<file path="src/rtl/uart_pkg.sv">
`default_nettype none
// ============================================================================
// Module      : uart_pkg
// Description : Shared UART constants, arbiter state encoding and a
//               rotating-priority select helper used by bus arbiters.
// Revision    : 1.0 - initial release
// ============================================================================
package uart_pkg;

    localparam int BAUD_9600   = 1250;  // clk cycles per bit at 9600 baud
    localparam int UART_DATA_W = 8;
    localparam int RR_MAX_N    = 8;     // widest requester vector rr_select handles

    typedef enum logic [0:0] {
        ARB_IDLE = 1'b0,
        ARB_OWN  = 1'b1
    } arb_state_t;

    // One-hot of the first set bit of req, searching from (ptr+1) upward and
    // wrapping at n. Only the low n bits of req are considered.
    function automatic logic [RR_MAX_N-1:0] rr_select(
        input logic [RR_MAX_N-1:0] req,
        input int                  ptr,
        input int                  n
    );
        logic [RR_MAX_N-1:0] sel;
        logic                found;
        int                  j;
        sel   = '0;
        found = 1'b0;
        for (int k = 1; k <= RR_MAX_N; k++) begin
            // ptr < n and k <= n, so a single subtraction performs the wrap
            j = ptr + k;
            if (j >= n) begin
                j = j - n;
            end
            if ((k <= n) && !found && req[j[2:0]]) begin
                sel[j[2:0]] = 1'b1;
                found       = 1'b1;
            end
        end
        return sel;
    endfunction

endpackage
`default_nettype wire

</file>
<file path="src/rtl/rr_pick.sv">
`default_nettype none
// ============================================================================
// Module      : rr_pick
// Description : Combinational rotating-priority encoder. The search starts
//               one position above i_ptr and wraps, so the last winner gets
//               lowest priority next time.
//   i_req    : request vector
//   i_ptr    : index of the previous winner
//   o_onehot : one-hot winner (zero when no request)
//   o_idx    : binary index of the winner
//   o_any    : at least one request present
// Revision    : 1.0 - initial release
// ============================================================================
module rr_pick
    import uart_pkg::*;
#(
    parameter int N_REQ = 4,
    parameter int PTR_W = $clog2(N_REQ)
) (
    input  logic [N_REQ-1:0] i_req,
    input  logic [PTR_W-1:0] i_ptr,
    output logic [N_REQ-1:0] o_onehot,
    output logic [PTR_W-1:0] o_idx,
    output logic             o_any
);

    logic [RR_MAX_N-1:0] w_req_ext;
    logic [RR_MAX_N-1:0] w_sel;

    always_comb begin
        w_req_ext              = '0;
        w_req_ext[N_REQ-1:0]   = i_req;
        w_sel                  = rr_select(w_req_ext, int'(i_ptr), N_REQ);
    end

    assign o_onehot = w_sel[N_REQ-1:0];
    assign o_any    = |w_sel;

    always_comb begin
        o_idx = '0;
        for (int i = 0; i < N_REQ; i++) begin
            if (o_onehot[i]) begin
                o_idx = PTR_W'(i);
            end
        end
    end

endmodule
`default_nettype wire

</file>
<file path="src/rtl/uart_tx_arbiter.sv">
`default_nettype none
// ============================================================================
// Module      : uart_tx_arbiter
// Description : Packet-granular round-robin arbiter sharing one UART TX
//               serializer between N_REQ byte-stream requesters. The grant is
//               held until the owner transfers a byte flagged last, or until
//               the owner leaves valid low for TIMEOUT cycles.
//   clk, rst          : clock, asynchronous active-high reset
//   i_req_valid/data/last, o_req_ready : per-requester byte streams
//   o_tx_valid/data, i_tx_ready        : serializer byte interface
//   o_grant           : one-hot current owner, zero when idle
//   o_timeout         : one-cycle pulse when the watchdog reclaims the channel
// Revision    : 1.0 - initial release
// ============================================================================
module uart_tx_arbiter
    import uart_pkg::*;
#(
    parameter int N_REQ   = 4,
    parameter int DATA_W  = UART_DATA_W,
    parameter int TIMEOUT = 12500
) (
    input  logic                    clk,
    input  logic                    rst,
    input  logic [N_REQ-1:0]        i_req_valid,
    input  logic [N_REQ*DATA_W-1:0] i_req_data,
    input  logic [N_REQ-1:0]        i_req_last,
    output logic [N_REQ-1:0]        o_req_ready,
    output logic                    o_tx_valid,
    output logic [DATA_W-1:0]       o_tx_data,
    input  logic                    i_tx_ready,
    output logic [N_REQ-1:0]        o_grant,
    output logic                    o_timeout
);

    localparam int               PTR_W      = $clog2(N_REQ);
    localparam int               CNT_W      = $clog2(TIMEOUT + 1);
    localparam logic [CNT_W-1:0] C_CNT_LAST = CNT_W'(TIMEOUT - 1);
    localparam logic [PTR_W-1:0] C_PTR_RST  = PTR_W'(N_REQ - 1);

    arb_state_t       r_state;
    logic [N_REQ-1:0] r_grant;
    logic [PTR_W-1:0] r_gidx;     // binary copy of r_grant for the muxes
    logic [PTR_W-1:0] r_ptr;
    logic [CNT_W-1:0] r_cnt;
    logic             r_timeout;

    logic [N_REQ-1:0] w_pick;
    logic [PTR_W-1:0] w_pick_idx;
    logic             w_any;
    logic             w_own_valid;
    logic             w_own_last;
    logic [DATA_W-1:0] w_data [N_REQ];

    genvar gk;
    generate
        for (gk = 0; gk < N_REQ; gk++) begin : g_slice
            assign w_data[gk] = i_req_data[gk*DATA_W +: DATA_W];
        end
    endgenerate

    rr_pick #(
        .N_REQ (N_REQ),
        .PTR_W (PTR_W)
    ) u_pick (
        .i_req    (i_req_valid),
        .i_ptr    (r_ptr),
        .o_onehot (w_pick),
        .o_idx    (w_pick_idx),
        .o_any    (w_any)
    );

    assign w_own_valid = i_req_valid[r_gidx];
    assign w_own_last  = i_req_last[r_gidx];

    // Pass-through datapath driven from the registered grant; nothing is
    // buffered so the arbiter never holds a byte of its own.
    always_comb begin
        o_tx_valid  = 1'b0;
        o_tx_data   = '0;
        o_req_ready = '0;
        if (r_state == ARB_OWN) begin
            o_tx_valid          = w_own_valid;
            o_tx_data           = w_data[r_gidx];
            o_req_ready[r_gidx] = i_tx_ready;
        end
    end

    always_ff @(posedge clk or posedge rst) begin
        if (rst) begin
            r_state   <= ARB_IDLE;
            r_grant   <= '0;
            r_gidx    <= '0;
            r_ptr     <= C_PTR_RST;
            r_cnt     <= '0;
            r_timeout <= 1'b0;
        end else begin
            r_timeout <= 1'b0;
            case (r_state)
                ARB_IDLE: begin
                    if (w_any) begin
                        r_grant <= w_pick;
                        r_gidx  <= w_pick_idx;
                        r_cnt   <= '0;
                        r_state <= ARB_OWN;
                    end
                end
                ARB_OWN: begin
                    if (w_own_valid) begin
                        // Any presented byte, stalled or not, feeds the watchdog
                        r_cnt <= '0;
                        if (i_tx_ready && w_own_last) begin
                            r_ptr   <= r_gidx;
                            r_grant <= '0;
                            r_state <= ARB_IDLE;
                        end
                    end else if (r_cnt == C_CNT_LAST) begin
                        r_ptr     <= r_gidx;
                        r_grant   <= '0;
                        r_cnt     <= '0;
                        r_timeout <= 1'b1;
                        r_state   <= ARB_IDLE;
                    end else begin
                        r_cnt <= r_cnt + CNT_W'(1);
                    end
                end
                default: begin
                    r_grant <= '0;
                    r_state <= ARB_IDLE;
                end
            endcase
        end
    end

    assign o_grant   = r_grant;
    assign o_timeout = r_timeout;

endmodule
`default_nettype wire

</file>
<file path="config.mk">
export PLATFORM = sky130hd
export DESIGN_NAME = uart_tx_arbiter
export DESIGN_NICKNAME = d
export VERILOG_FILES = /design/src/rtl/uart_pkg.sv /design/src/rtl/rr_pick.sv /design/src/rtl/uart_tx_arbiter.sv
export SDC_FILE = /design/constraint.sdc
export NUM_CORES = 1
export LEC_CHECK = 0
export CAP_MARGIN = 20
export CELL_PAD_IN_SITES_DETAIL_PLACEMENT = 1
export CELL_PAD_IN_SITES_GLOBAL_PLACEMENT = 1
export CORE_ASPECT_RATIO = 1.4
export CORE_MARGIN = 4
export CORE_UTILIZATION = 37
export CTS_BUF_LIST = sky130_fd_sc_hd__clkbuf_4
export CTS_CLUSTER_SIZE = 14
export DETAILED_ROUTE_END_ITERATION = 8
export HOLD_SLACK_MARGIN = 0.06
export PLACE_DENSITY = 0.84
export SETUP_SLACK_MARGIN = 0.15
export SLEW_MARGIN = 25
export SYNTH_ARGS = -nofsm -noshare
export SYNTH_HDL_FRONTEND = slang
export SYNTH_SLANG_ARGS = --single-unit
</file>
<file path="constraint.sdc">
create_clock -name clk -period 3.6 [get_ports clk]
set_input_delay 0.54 -clock clk [delete_from_list [all_inputs] [get_ports clk]]
set_output_delay 0.54 -clock clk [all_outputs]
set_load 0.005 [all_outputs]
</file>
==> impl_metrics.py, run 1 <==
metrics = {
    "timing": {
        "setup_slack_ps": 320,
        "fin_crit_sh_pct": 91.1,
        "achievable-frequency_ghz": 0.305,
        "slew_violations": 0,
        "max_slew_margin_pct": 49.7,
        "finalHoldViolCount": 0,
        "rsz0062_at_grt": "false",
        "tns_ps": 0,
        "final_worst_clock_skew_ps": 6.31,
        "timing_worst_slew_pin_value_ps": 750,
        "setup_violations": 0,
        "post-route-min-period_ps": 3280,
    },
    "route": {
        "wire_per_inst_um": 19.2,
        "postRouteAntennaNets": 0,
        "initialDrtViolationCount": 126,
        "route.vias.total": 1978,
        "detail_route.drc_violations": 0,
        "drt_first_pass_iters": 5,
        "viasPerCell": 5.82,
        "totalWireLength_um": 6540,
    },
    "floorplanning": {
        "placeableCoreArea_mm2": 0.00553,
        "ios": 61,
        "floorplan.die_area_mm2": 0.00702,
        "total_number_of_placement_rows": 32,
        "dieWidth_um": 72.0,
        "initial_utilization_pct": 38.3,
        "floorplan.die.height_um": 97.5,
    },
    "placed_design": {
        "placed_cells": 336,
        "portBuffers": 60,
        "dpl.hpwl_um": 5140,
        "dp_worst_slack_ps": 282,
        "gp_routability_congestion": 0.932,
    },
    "critical_path": {
        "start_kind": "flop",
        "timing.critical_path.slowest_cell_delay_ps": 740,
        "critPathSlowestCell": "sky130_fd_sc_hd__dfstp_4",
        "cpLargestDelayFamily": "simple AND/OR/NAND/NOR gates",
        "arrival_ps": 3510,
        "worst_setup_path_end_kind": "flop",
        "cp_data_required_time_ps": 3830,
        "path_cells": "inv_1 -> ha_1 -> or2_2 -> o22ai_2 -> and4b_1 -> a221o_1 -> or2_2 -> o41ai_2",
        "crit_type": "reg -> reg",
        "critical_path_peak_fanout": 12,
        "worstPathBufferInverterCount": 1,
        "most_common_cell_type_on_the_critical_path": "sky130_fd_sc_hd__or2_2",
    },
    "pwr": {
        "comb_power_share_pct": 69.9,
        "cell_internal_pwr_uw": 984,
        "power_density_mw_per_mm2": 694,
        "sw_power_uw": 968,
        "power.clock.fraction_pct": 7.2,
        "swShare_pct": 49.6,
        "share_seq_of_total_power_pct": 22.9,
        "power.static_leakage_nw": 1.14,
        "vdd_ir_drop_max_mv": 0.580,
        "design_power_total_mw": 1.95,
    },
    "clock_network": {
        "postCtsSetupBuffers": 0,
        "tritoncts": "yes",
        "cts_sinks": 24,
        "clk_latency_ps": 330,
        "h_tree_depth": 1,
        "clk_pin_slew_ps": 140,
        "cts-root-to-sink-buffers": 2,
        "clock-root-buffer": "sky130_fd_sc_hd__clkbuf_4",
        "cts_inserted_buffers": 3,
    },
    "logic_synthesis": {
        "netlist_instances": 214,
        "syn_area_per_cell_um2": 9.90,
        "async_flop_share_pct": 100,
        "postSynthNetCount": 266,
        "ys_dominant_reg_cell": "sky130_fd_sc_hd__dfrtp_1",
        "yosys_register_bits": 24,
        "synth.yosys.seq_area_share_pct": 28.5,
        "synth-edff-count": 0,
        "post_synth_num_cell_types": 54,
        "yosysWarningCount": 0,
        "synth.cell_area_mm2": 0.00212,
    },
    "layout": {
        "mostFrequentLayoutCell": "sky130_fd_sc_hd__clkdlybuf4s50_1",
        "proportion_of_layout_cells_with_a_drive_suffix_above_1_pct": 15.4,
        "flow.area_growth_from_synthesis_pct": 32.8,
        "end_of_flow_core_utilization_pct": 50.9,
        "finish.cell_count_without_fillers": 340,
        "layout_common_cells": "60 x sky130_fd_sc_hd__clkdlybuf4s50_1, 22 x sky130_fd_sc_hd__dfrtp_1, 17 x sky130_fd_sc_hd__nand2_1",
        "antenna-diode-count": 0,
        "nNetsFinal": 325,
    },
    "global_route": {
        "grt_antenna_before_repair": 0,
        "grt_start_max_net_pins": 25,
        "grt-ovfl-total": 0,
        "grt_first_pass_wirelength_um": 10900,
        "grtUsageTotal_pct": 19.5,
        "grt_pass1_vias": 2137,
    },
    "hold_path": {
        "worstHoldPathType": "in -> async",
    },
    "run_status": {
        "run_status": "completed",
    },
    "run": {
        "max_cap_violations": 0,
    },
}
-- cell type report --
type                            instances  area, µm²
Inverter                               16       60.1
Multi-Input combinational cell        164       1400
Fill cell                             632       2710
Sequential cell                        24        607
Tap cell                               68       85.1
Timing Repair Buffer                   64        631
Clock buffer                            4       30.0
-- per-layer routing --
| layer | GRT usage [%] | vias to the layer above | part of all wire (%) |
|---|---|---|---|
| met5 | 0 | - | 0 |
| met4 | 4.92 | 0 | 1.3 |
| met1 | 22.8 | 1006 | 40 |
| met2 | 36.9 | 18 | 57 |
| li1 | - | 946 | - |
| met3 | 1.76 | 8 | 1.6 |
-- synthesized netlist by cell type (all sizes together) (2+ instances only) --
cell,number,area [µm²]
a21oi,5,25.0
a221o,4,40.0
a221oi,2,23.8
a22oi,3,22.5
a31o,10,87.6
a31oi,5,31.3
and2,10,62.6
and3,8,50.1
buf,4,31.3
clkbuf,6,22.5
dfrtp,22,551
dfstp,2,52.6
ha,9,113
inv,15,56.3
mux2i,4,40.0
mux4,13,293
nand2,19,76.3
nand2b,2,12.5
nand3,8,40.0
nand4,3,18.8
nor2,10,37.5
nor3,8,45.0
nor4,2,12.5
o21ai,5,25.0
o22ai,2,18.8
o31ai,2,15.0
o41ai,9,146
or2,2,12.5
or3,3,18.8
xnor2,2,17.5
-- power by group through the flow --
stage | clock [mW] | sequential [mW] | combinational, mW
after floorplan | 0 | 0.389 | 0.976
after global placement | 0 | 0.448 | 1.33
after detailed placement | 0 | 0.451 | 1.37
after CTS | 0.142 | 0.446 | 1.37
after global routing | 0.154 | 0.463 | 1.48
final | 0.141 | 0.447 | 1.36
-- registers in the layout, summed over array words and instances, names as in the netlist --
signal,flops
o_grant,4
r_state,1
r_ptr,2
r_cnt,14
r_gidx,2
o_timeout,1
-- through the flow --
step	area [µm²]	hold slack, ps
CTS	2810	572
finish	2810	542
global placement	2780	525
detailed placement	2780	534
floorplan	2120	510
global route	2810	592
-- path summary, 6_finish.rpt --
path / start / depth (start not counted) / endpoint / slack, ps
max: r_ptr[0] / 8 / r_cnt[6] / 320
min: rst / 2 / r_cnt[2] / 540
max reg2reg: r_ptr[0] / 8 / r_cnt[6] / 320
min reg2reg: o_grant[1] / 2 / o_grant[1] / 560
max in group asynchronous: rst / 2 / r_ptr[1] / 2680
min in group clk: o_grant[1] / 2 / o_grant[1] / 560
-- cells by family after synthesis --
group                    count (synthesis)  share of synthesized area, %
buffers and inverters                   26                          5.37
AND/OR/NAND/NOR                         83                          21.3
adder cells (fa/ha/maj)                  9                          5.32
AO/OA/AOI/OAI                           53                          23.0
XOR/XNOR                                 2                         0.827
multiplexers                            17                          15.7
flip-flops                              24                          28.5
-- timing repair --
item                       4_1_cts  5_1_grt
setup endpoints to repair        0        9
hold buffers                     0        0
gates resized for setup          0        2
(Power assumes the default switching activity.)
==> run 2: changes to the inputs <==
--- a/config.mk
+++ b/config.mk
@@ -12,6 +12,7 @@
 export CORE_MARGIN = 4
 export CORE_UTILIZATION = 37
 export CTS_BUF_LIST = sky130_fd_sc_hd__clkbuf_4
+export CTS_CLUSTER_DIAMETER = 150
 export CTS_CLUSTER_SIZE = 14
 export DETAILED_ROUTE_END_ITERATION = 8
 export HOLD_SLACK_MARGIN = 0.06
==> results of run 2 <==
The final DEF is identical to that of run 1; final timing and power are the same.
==> run 3: changes to the inputs <==
--- a/config.mk
+++ b/config.mk
@@ -9,7 +9,7 @@
 export CELL_PAD_IN_SITES_DETAIL_PLACEMENT = 1
 export CELL_PAD_IN_SITES_GLOBAL_PLACEMENT = 1
 export CORE_ASPECT_RATIO = 1.4
-export CORE_MARGIN = 4
+export CORE_MARGIN = 10
 export CORE_UTILIZATION = 37
 export CTS_BUF_LIST = sky130_fd_sc_hd__clkbuf_4
 export CTS_CLUSTER_DIAMETER = 150
==> run 3 against run 2 <==
- sequential cell count unchanged
- hold slack better by 32 ps
- routed wire length up 3.9%
- register-to-register slack better by 40 ps
- total power down 0.17%
- clock skew up 1.0 ps
- global-route usage down 4.9 points
- die area up 31%
- maximum frequency up 1.1%
- final area up 0.18%
- setup slack better by 37 ps
- critical path type unchanged
==> impl_metrics.py, run 3 (synthesis gave the netlist of run 1 again) <==
metrics = {
    "clock_network": {
        "cts-root-to-sink-buffers": 2,
        "cts_hold_buf": 0,
        "clk_latency_ps": 330,
        "cts_sinks": 24,
        "post_cts_resize_count": 0,
        "cts_inserted_buffers": 3,
        "tritoncts": "yes",
        "clk_pin_slew_ps": 140,
        "clock-root-buffer": "sky130_fd_sc_hd__clkbuf_4",
        "h_tree_depth": 1,
        "postCtsSetupBuffers": 0,
    },
    "global_route": {
        "grt-ovfl-total": 0,
        "grt_antenna_before_repair": 0,
        "grt_first_pass_wirelength_um": 11200,
        "grt_pass1_vias": 2180,
        "grt_start_max_net_pins": 26,
        "grtUsageTotal_pct": 14.6,
    },
    "timing": {
        "setup_violations": 0,
        "achievable-frequency_ghz": 0.308,
        "hold-worst-slack_ps": 574,
        "final_worst_clock_skew_ps": 7.35,
        "finalHoldViolCount": 0,
        "post-route-min-period_ps": 3240,
        "fin_crit_sh_pct": 90.1,
        "rsz0062_at_grt": "false",
        "slew_violations": 0,
        "tns_ps": 0,
        "timing_worst_slew_pin_value_ps": 885,
        "max_slew_margin_pct": 40.7,
    },
    "critical_path": {
        "regToRegSetupSlack_ps": 360,
        "cp_data_required_time_ps": 3840,
        "most_common_cell_type_on_the_critical_path": "sky130_fd_sc_hd__or2_2",
        "critPathSlowestCell": "sky130_fd_sc_hd__dfstp_4",
        "crit_type": "reg -> reg",
        "worst_setup_path_end_kind": "flop",
        "arrival_ps": 3480,
        "crit-reg2reg-capture": "o_grant[3]",
        "start_kind": "flop",
        "path_cells": "inv_1 -> ha_1 -> or2_2 -> o22ai_2 -> and4b_1 -> a221o_1 -> or2_2 -> o311ai_1",
        "reg2regPathDepth": 8,
        "worst_r2r_startpoint": "r_ptr[0]",
        "timing.critical_path.slowest_cell_delay_ps": 740,
        "critical_path_peak_fanout": 12,
    },
    "hold_path": {
        "hold_path_depth": 1,
        "worstHoldPathType": "reg -> reg",
        "endpoint_of_the_worst_hold_path": "r_cnt[13]",
        "worst_hold_startpoint": "r_cnt[13]",
    },
    "placed_design": {
        "dpl.hpwl_um": 5490,
        "gp_routability_congestion": 0.935,
        "post_dp_cell_area_mm2": 0.00278,
        "portBuffers": 60,
    },
    "layout": {
        "antenna-diode-count": 0,
        "post-route-cell-area_mm2": 0.00282,
        "regMostFlops": "r_cnt",
        "flow.area_growth_from_synthesis_pct": 33.1,
        "end_of_flow_core_utilization_pct": 51.0,
        "nNetsFinal": 325,
        "proportion_of_layout_cells_with_a_drive_suffix_above_1_pct": 15.4,
        "largest_register_ff_count": 14,
        "mostFrequentLayoutCell": "sky130_fd_sc_hd__clkdlybuf4s50_1",
        "layout_common_cells": "60 x sky130_fd_sc_hd__clkdlybuf4s50_1, 22 x sky130_fd_sc_hd__dfrtp_1, 17 x sky130_fd_sc_hd__nand2_1",
    },
    "route": {
        "drt_first_pass_iters": 4,
        "route.vias.total": 1999,
        "viasPerCell": 5.88,
        "totalWireLength_um": 6800,
        "detail_route.drc_violations": 0,
        "postRouteAntennaNets": 0,
        "initialDrtViolationCount": 89,
        "wire_per_inst_um": 20.0,
    },
    "pwr": {
        "vdd_ir_drop_max_mv": 0.529,
        "power_density_mw_per_mm2": 691,
        "power.static_leakage_nw": 1.13,
    },
    "floorplanning": {
        "floorplan.die_area_mm2": 0.00919,
        "floorplan.die.height_um": 110,
        "dieWidth_um": 84.0,
        "total_number_of_placement_rows": 32,
        "initial_utilization_pct": 38.3,
        "ios": 61,
        "placeableCoreArea_mm2": 0.00553,
    },
    "run_status": {
        "run_status": "completed",
    },
    "run": {
        "max_cap_violations": 0,
    },
}
-- run 3: cell count changes in the layout (fill, tap and decap cells not counted), sizes merged --
cell    delta
clkinv     +1
inv        -1
-- run 3: power breakdown --
group | internal [mW] | switching [mW]
clock network | 0.0510 | 0.0856
logic | 0.602 | 0.758
registers | 0.334 | 0.118
total | 0.987 | 0.962
-- run 3: how the worst max path moves through the flow --
| stage | startpoint | to |
|---|---|---|
| after floorplan | r_ptr[0] | r_cnt[11] |
| after global placement | i_req_valid[0] | o_grant[3] |
| after detailed placement | r_ptr[0] | o_grant[3] |
| after CTS | r_ptr[0] | o_grant[2] |
| after global routing | r_ptr[0] | r_cnt[11] |
| final | r_ptr[0] | o_grant[3] |
-- run 3: final cells by class --
type / count / area, µm²
fillers: 621 / 2710
multi-input cells: 164 / 1410
repair buffers: 64 / 631
flip-flops and latches: 24 / 607
well taps: 68 / 85.1
inverters: 16 / 60.1
clock buffers: 4 / 30.0
-- run 3: through the flow --
| stage | power (mW) | instances | setup slack (ps) |
|---|---|---|---|
| 2_1_floorplan | 1.37 | 214 | 622 |
| 5_1_grt | 2.12 | 340 | 173 |
| 3_3_place_gp | 1.78 | 336 | 418 |
| 4_1_cts | 1.95 | 340 | 286 |
| 6_report | 1.95 | 340 | 357 |
| 3_5_place_dp | 1.81 | 336 | 267 |
-- run 3: routing by layer --
layer	vias to the layer above	part of all wire [%]	GRT usage, %
met5	-	0	0
met4	0	1.7	3.96
met3	11	2.3	1.63
met2	30	59	29.3
met1	1009	37	15.5
li1	949	-	-
-- run 3: critical path: cells and delay by family (launching register included) --
family,cells,cell delay (ps)
AO/OA/AOI/OAI,3,1020
buffers and inverters,1,130
adder cells (fa/ha/maj),1,230
AND/OR/NAND/NOR,3,1040
flip-flops,1,740
==> RTL change 1: new RTL, config.mk and constraints of run 1 <==
Make the reset (`rst`) synchronous in one clocked block. Comments in the files are not updated.
--- a/src/rtl/uart_tx_arbiter.sv
+++ b/src/rtl/uart_tx_arbiter.sv
@@ -86,5 +86,5 @@
     end
 
-    always_ff @(posedge clk or posedge rst) begin
+    always_ff @(posedge clk) begin
         if (rst) begin
             r_state   <= ARB_IDLE;
Function: differs if rst is asserted again (counterexample within 4 cycles, from zero or initial values and one cycle with rst high); with rst held inactive, the same outputs for 10 cycles.
==> RTL change 1 against run 1 <==
Cell area fell by 5.9%. Routed wire length fell by 7.7%. Worst setup slack improved by 0.28 ns. Via count rose by 0.46%. Sequential share of layout area fell by 3.4 points. Synthesized area fell by 7.7%. Sequential cell count did not move. Die area fell by 7.0%. Critical endpoint is now r_cnt[12]$_SDFFE_PP0P_. Largest cell class unchanged.
Power is not compared: it rests on default switching activity, and its combinational part moved more than twofold at a synthesized area within 25%.
==> RTL change 1: results (changes against run 1) <==
stage;metric;value;unit;change
status;status;completed;;
route;first_pass_iters;4;;-1
hold_path;hp-class;register to register;;
layout;bufAreaShareNonClock;0.241;;+0.0169
synth;yosys-top-cells-area;dfxtp_1 25%, mux4_2 14%, ha_1 5.8%, nand2_1 4.2%, nor2_1 4.0%;;
route;drt-wirelength-per-cell;17.5;µm;-8.8%
layout;drive_gt1_frac;0.129;;-0.0249
global_routing;grt_use_met2;0.396;;+0.0267
synth;syn-num-nets;274;;+3.0%
placement;dpl_cell_area;2620;µm²;-5.9%
layout;buffers_excl_clock;65;;+1.6%
layout;n_sequential_cell;24;;unchanged
route;drt_iter0_markers;77;;-39%
placement;dp.cells;341;;+1.5%
global_routing;grt_usage;0.198;;+0.00258
synth;async_flop_share;0;;-1.00
global_routing;grt_pass1_wl;10400;µm;-3.9%
sta;clock_skew;0.0114;ns;+0.00507 ns
critical_path;cp_slowest_stage_delay;0.60;ns;-0.14 ns
global_routing;met3_usage;0.0214;;+0.00381
synth;ys_types;52;;-3.7%
global_routing;grt_max_degree;26;;+4.0%
floorplan;n_tap_cell;66;;-2.9%
global_routing;grt.met1_usage;0.203;;-0.0244
layout;nClkBuffers;3;;-1
sta;worst_pin_slew;0.758;ns;+0.00824 ns
placement;place_hpwl;4880;µm;-5.0%
layout;inverters;8;;-8
global_routing;first_global_vias;2253;;+5.4%
route;met1Wirelength;2250;µm;-14%
layout;regArea;480;µm²;-21%
critical_path;cp_top_family;compound AO/OA/AOI/OAI gates;;
critical_path;worstPathArrival;3.24;ns;-0.27 ns
placement;dp_slack;0.478;ns;+0.196 ns
layout;multi_input_area;1390;µm²;-0.54%
## RTL change 1: report_power, final
part	internal (W)	switching, W
Sequential	0.000294	0.0000563
Combinational	0.000337	0.000294
Clock	0.0000392	0.0000834
## RTL change 1: cells by family after synthesis
logic type | count (synthesis) | synth area share
DFF | 24 | 0.246
AOI/OAI and AO/OA | 56 | 0.227
buffers and inverters | 20 | 0.0467
adders and majority gates | 9 | 0.0576
and+or+nand+nor | 97 | 0.263
muxes | 16 | 0.160
## RTL change 1: worst paths after layout
kind,cells past startpoint,from,to,slack [ns]
hold / removal,2,o_grant[3]$_SDFFE_PP0P_,o_grant[3]$_SDFFE_PP0P_,0.49
setup reg to reg,8,r_ptr[0]$_SDFFE_PP1P_,r_cnt[12]$_SDFFE_PP0P_,0.60
hold reg to reg,2,o_grant[3]$_SDFFE_PP0P_,o_grant[3]$_SDFFE_PP0P_,0.49
setup / recovery,8,r_ptr[0]$_SDFFE_PP1P_,r_cnt[12]$_SDFFE_PP0P_,0.60
==> RTL change 2: new RTL, config.mk and constraints of run 1 <==
Without the edit above. `UART_DATA_W`: 8 -> 9.
--- a/src/rtl/uart_pkg.sv
+++ b/src/rtl/uart_pkg.sv
@@ -9,5 +9,5 @@
 
     localparam int BAUD_9600   = 1250;  // clk cycles per bit at 9600 baud
-    localparam int UART_DATA_W = 8;
+    localparam int UART_DATA_W = 9;
     localparam int RR_MAX_N    = 8;     // widest requester vector rr_select handles
 
Ports: changed (resized i_req_data and o_tx_data); port bits go from 61 to 66. The function was not compared with the original's and may differ.
==> RTL change 2 against run 1 <==
First-iteration DRC count decreased by 39%. Worst hold slack got worse by 0.016 ns. Worst setup slack better by 0.046 ns. Sequential power down 11%. Global-route usage increased by 0.80 points. Sequential cell count did not move. Total power increased by 5.2%. Highest routed layer unchanged. Sequential share of layout area fell by 0.74 points. Synthesized area increased by 1.0%. Routed wire length grew 6.0%. Largest power group unchanged. Count of clock-buffer cells in the layout decreased by 1. Cell area is 2.9% higher.
==> RTL change 2: results (changes against run 1) <==
stage;metric;value;unit;change
status;status;completed;;
critical_path;cp_top_family;compound AO/OA/AOI/OAI gates;;
placement;numPortBuffers;65;;+8.3%
route;drt_iter0_markers;77;;-39%
sta;worst_pin_slew;0.883;ns;+0.133 ns
layout;area_growth;35.3;%;
sta;clock_skew;0.00283;ns;-0.00348 ns
critical_path;worstPathArrival;3.49;ns;-0.02 ns
placement;dp_slack;0.300;ns;+0.0186 ns
synth;ys_types;52;;-3.7%
route;vias_per_cell;5.82;;about the same
layout;fin_nets;352;;+8.3%
route;met1Wirelength;2600;µm;-1.2%
power_and_ir_drop;power.total;0.00205;W;+5.2%
global_routing;grt.met1_usage;0.222;;-0.00632
global_routing;grt_pass1_wl;11500;µm;+6.3%
layout;clkCellAreaFrac;0.00908;;-0.00160
synth;synth-xor-area-share;0;;-0.00827
layout;bufAreaShareNonClock;0.245;;+0.0214
synth;synth_mux_area_frac;0.191;;+0.0341
synth;synth_compound_gate_area_share;0.210;;-0.0198
power_and_ir_drop;p_int;0.00111;W;+13%
layout;fill_cells;654;;+3.5%
layout;buffers_excl_clock;73;;+14%
layout;drive_gt1_frac;0.125;;-0.0290
layout;regArea;603;µm²;-0.62%
placement;place_hpwl;5610;µm;+9.2%
synth;synth_fa_ha_area_frac;0.0526;;-0.000528
synth;synthesis.instances;232;;+8.4%
critical_path;cp_slowest_stage_delay;0.61;ns;-0.13 ns
hold_path;hp-class;register to register;;
route;first_pass_iters;4;;-1
critical_path;crit_fanout;15;;+3
global_routing;grt_max_degree;26;;+4.0%
layout;multi_input_cells;177;;+7.9%
global_routing;met3_usage;0.0216;;+0.00403
power_and_ir_drop;seq_power;0.000400;W;-11%
global_routing;first_global_vias;2315;;+8.3%
layout;multi_input_area;1410;µm²;+0.36%
synth;yosys-top-cells-area;dfrtp_1 26%, mux4_2 14%, ha_1 5.3%, a31oi_1 4.4%, nand2_1 3.9%;;
power_and_ir_drop;cellLeakagePower;1.17;nW;+2.7%
synth;ys_seq_area_frac;0.282;;-0.00283
route;wl_met3;120;µm;+18%
power_and_ir_drop;ir_drop;0.000441;V;-24%
critical_path;crit_path_top_delay_cell;dfstp_2;;
global_routing;grt_use_met2;0.384;;+0.0149
placement;dp.cells;357;;+6.3%
placement;place_congestion;0.899;;-3.6%
synth;netlist_top_cells_count;22 x dfrtp_1, 22 x nand2_1, 17 x inv_1, 15 x a31oi_1;;
placement;dpl_cell_area;2850;µm²;+2.6%
route;wl_met2;3920;µm;+5.5%
layout;inverters;17;;+1
power_and_ir_drop;power.share.clock;0.062;;-0.010
route;drt-total-wl;6940;µm;+6.0%
global_routing;grt_usage;0.203;;+0.00800
route;drt-wirelength-per-cell;19.1;µm;-0.71%
[RTL change 2: cell count changes after synthesis, sizes merged, moves of 5 or more]
cell and delta:
clkbuf +5, a31oi +11, a31o -10, a21oi +8, and3 -6, mux2 +5
o41ai -9
[RTL change 2: final timing paths]
check	startpoint	end	slack (ns)	depth (start not counted)
min in group asynchronous	rst	o_grant[0]$_DFFE_PP0P_	0.58	2
min	r_cnt[13]$_DFFE_PP0P_	r_cnt[13]$_DFFE_PP0P_	0.53	1
min reg2reg	r_cnt[13]$_DFFE_PP0P_	r_cnt[13]$_DFFE_PP0P_	0.53	1
max	r_ptr[1]$_DFFE_PP1P_	r_cnt[6]$_DFFE_PP0P_	0.37	9
max in group asynchronous	rst	r_cnt[4]$_DFFE_PP0P_	2.61	2
max reg2reg	r_ptr[1]$_DFFE_PP1P_	r_cnt[6]$_DFFE_PP0P_	0.37	9
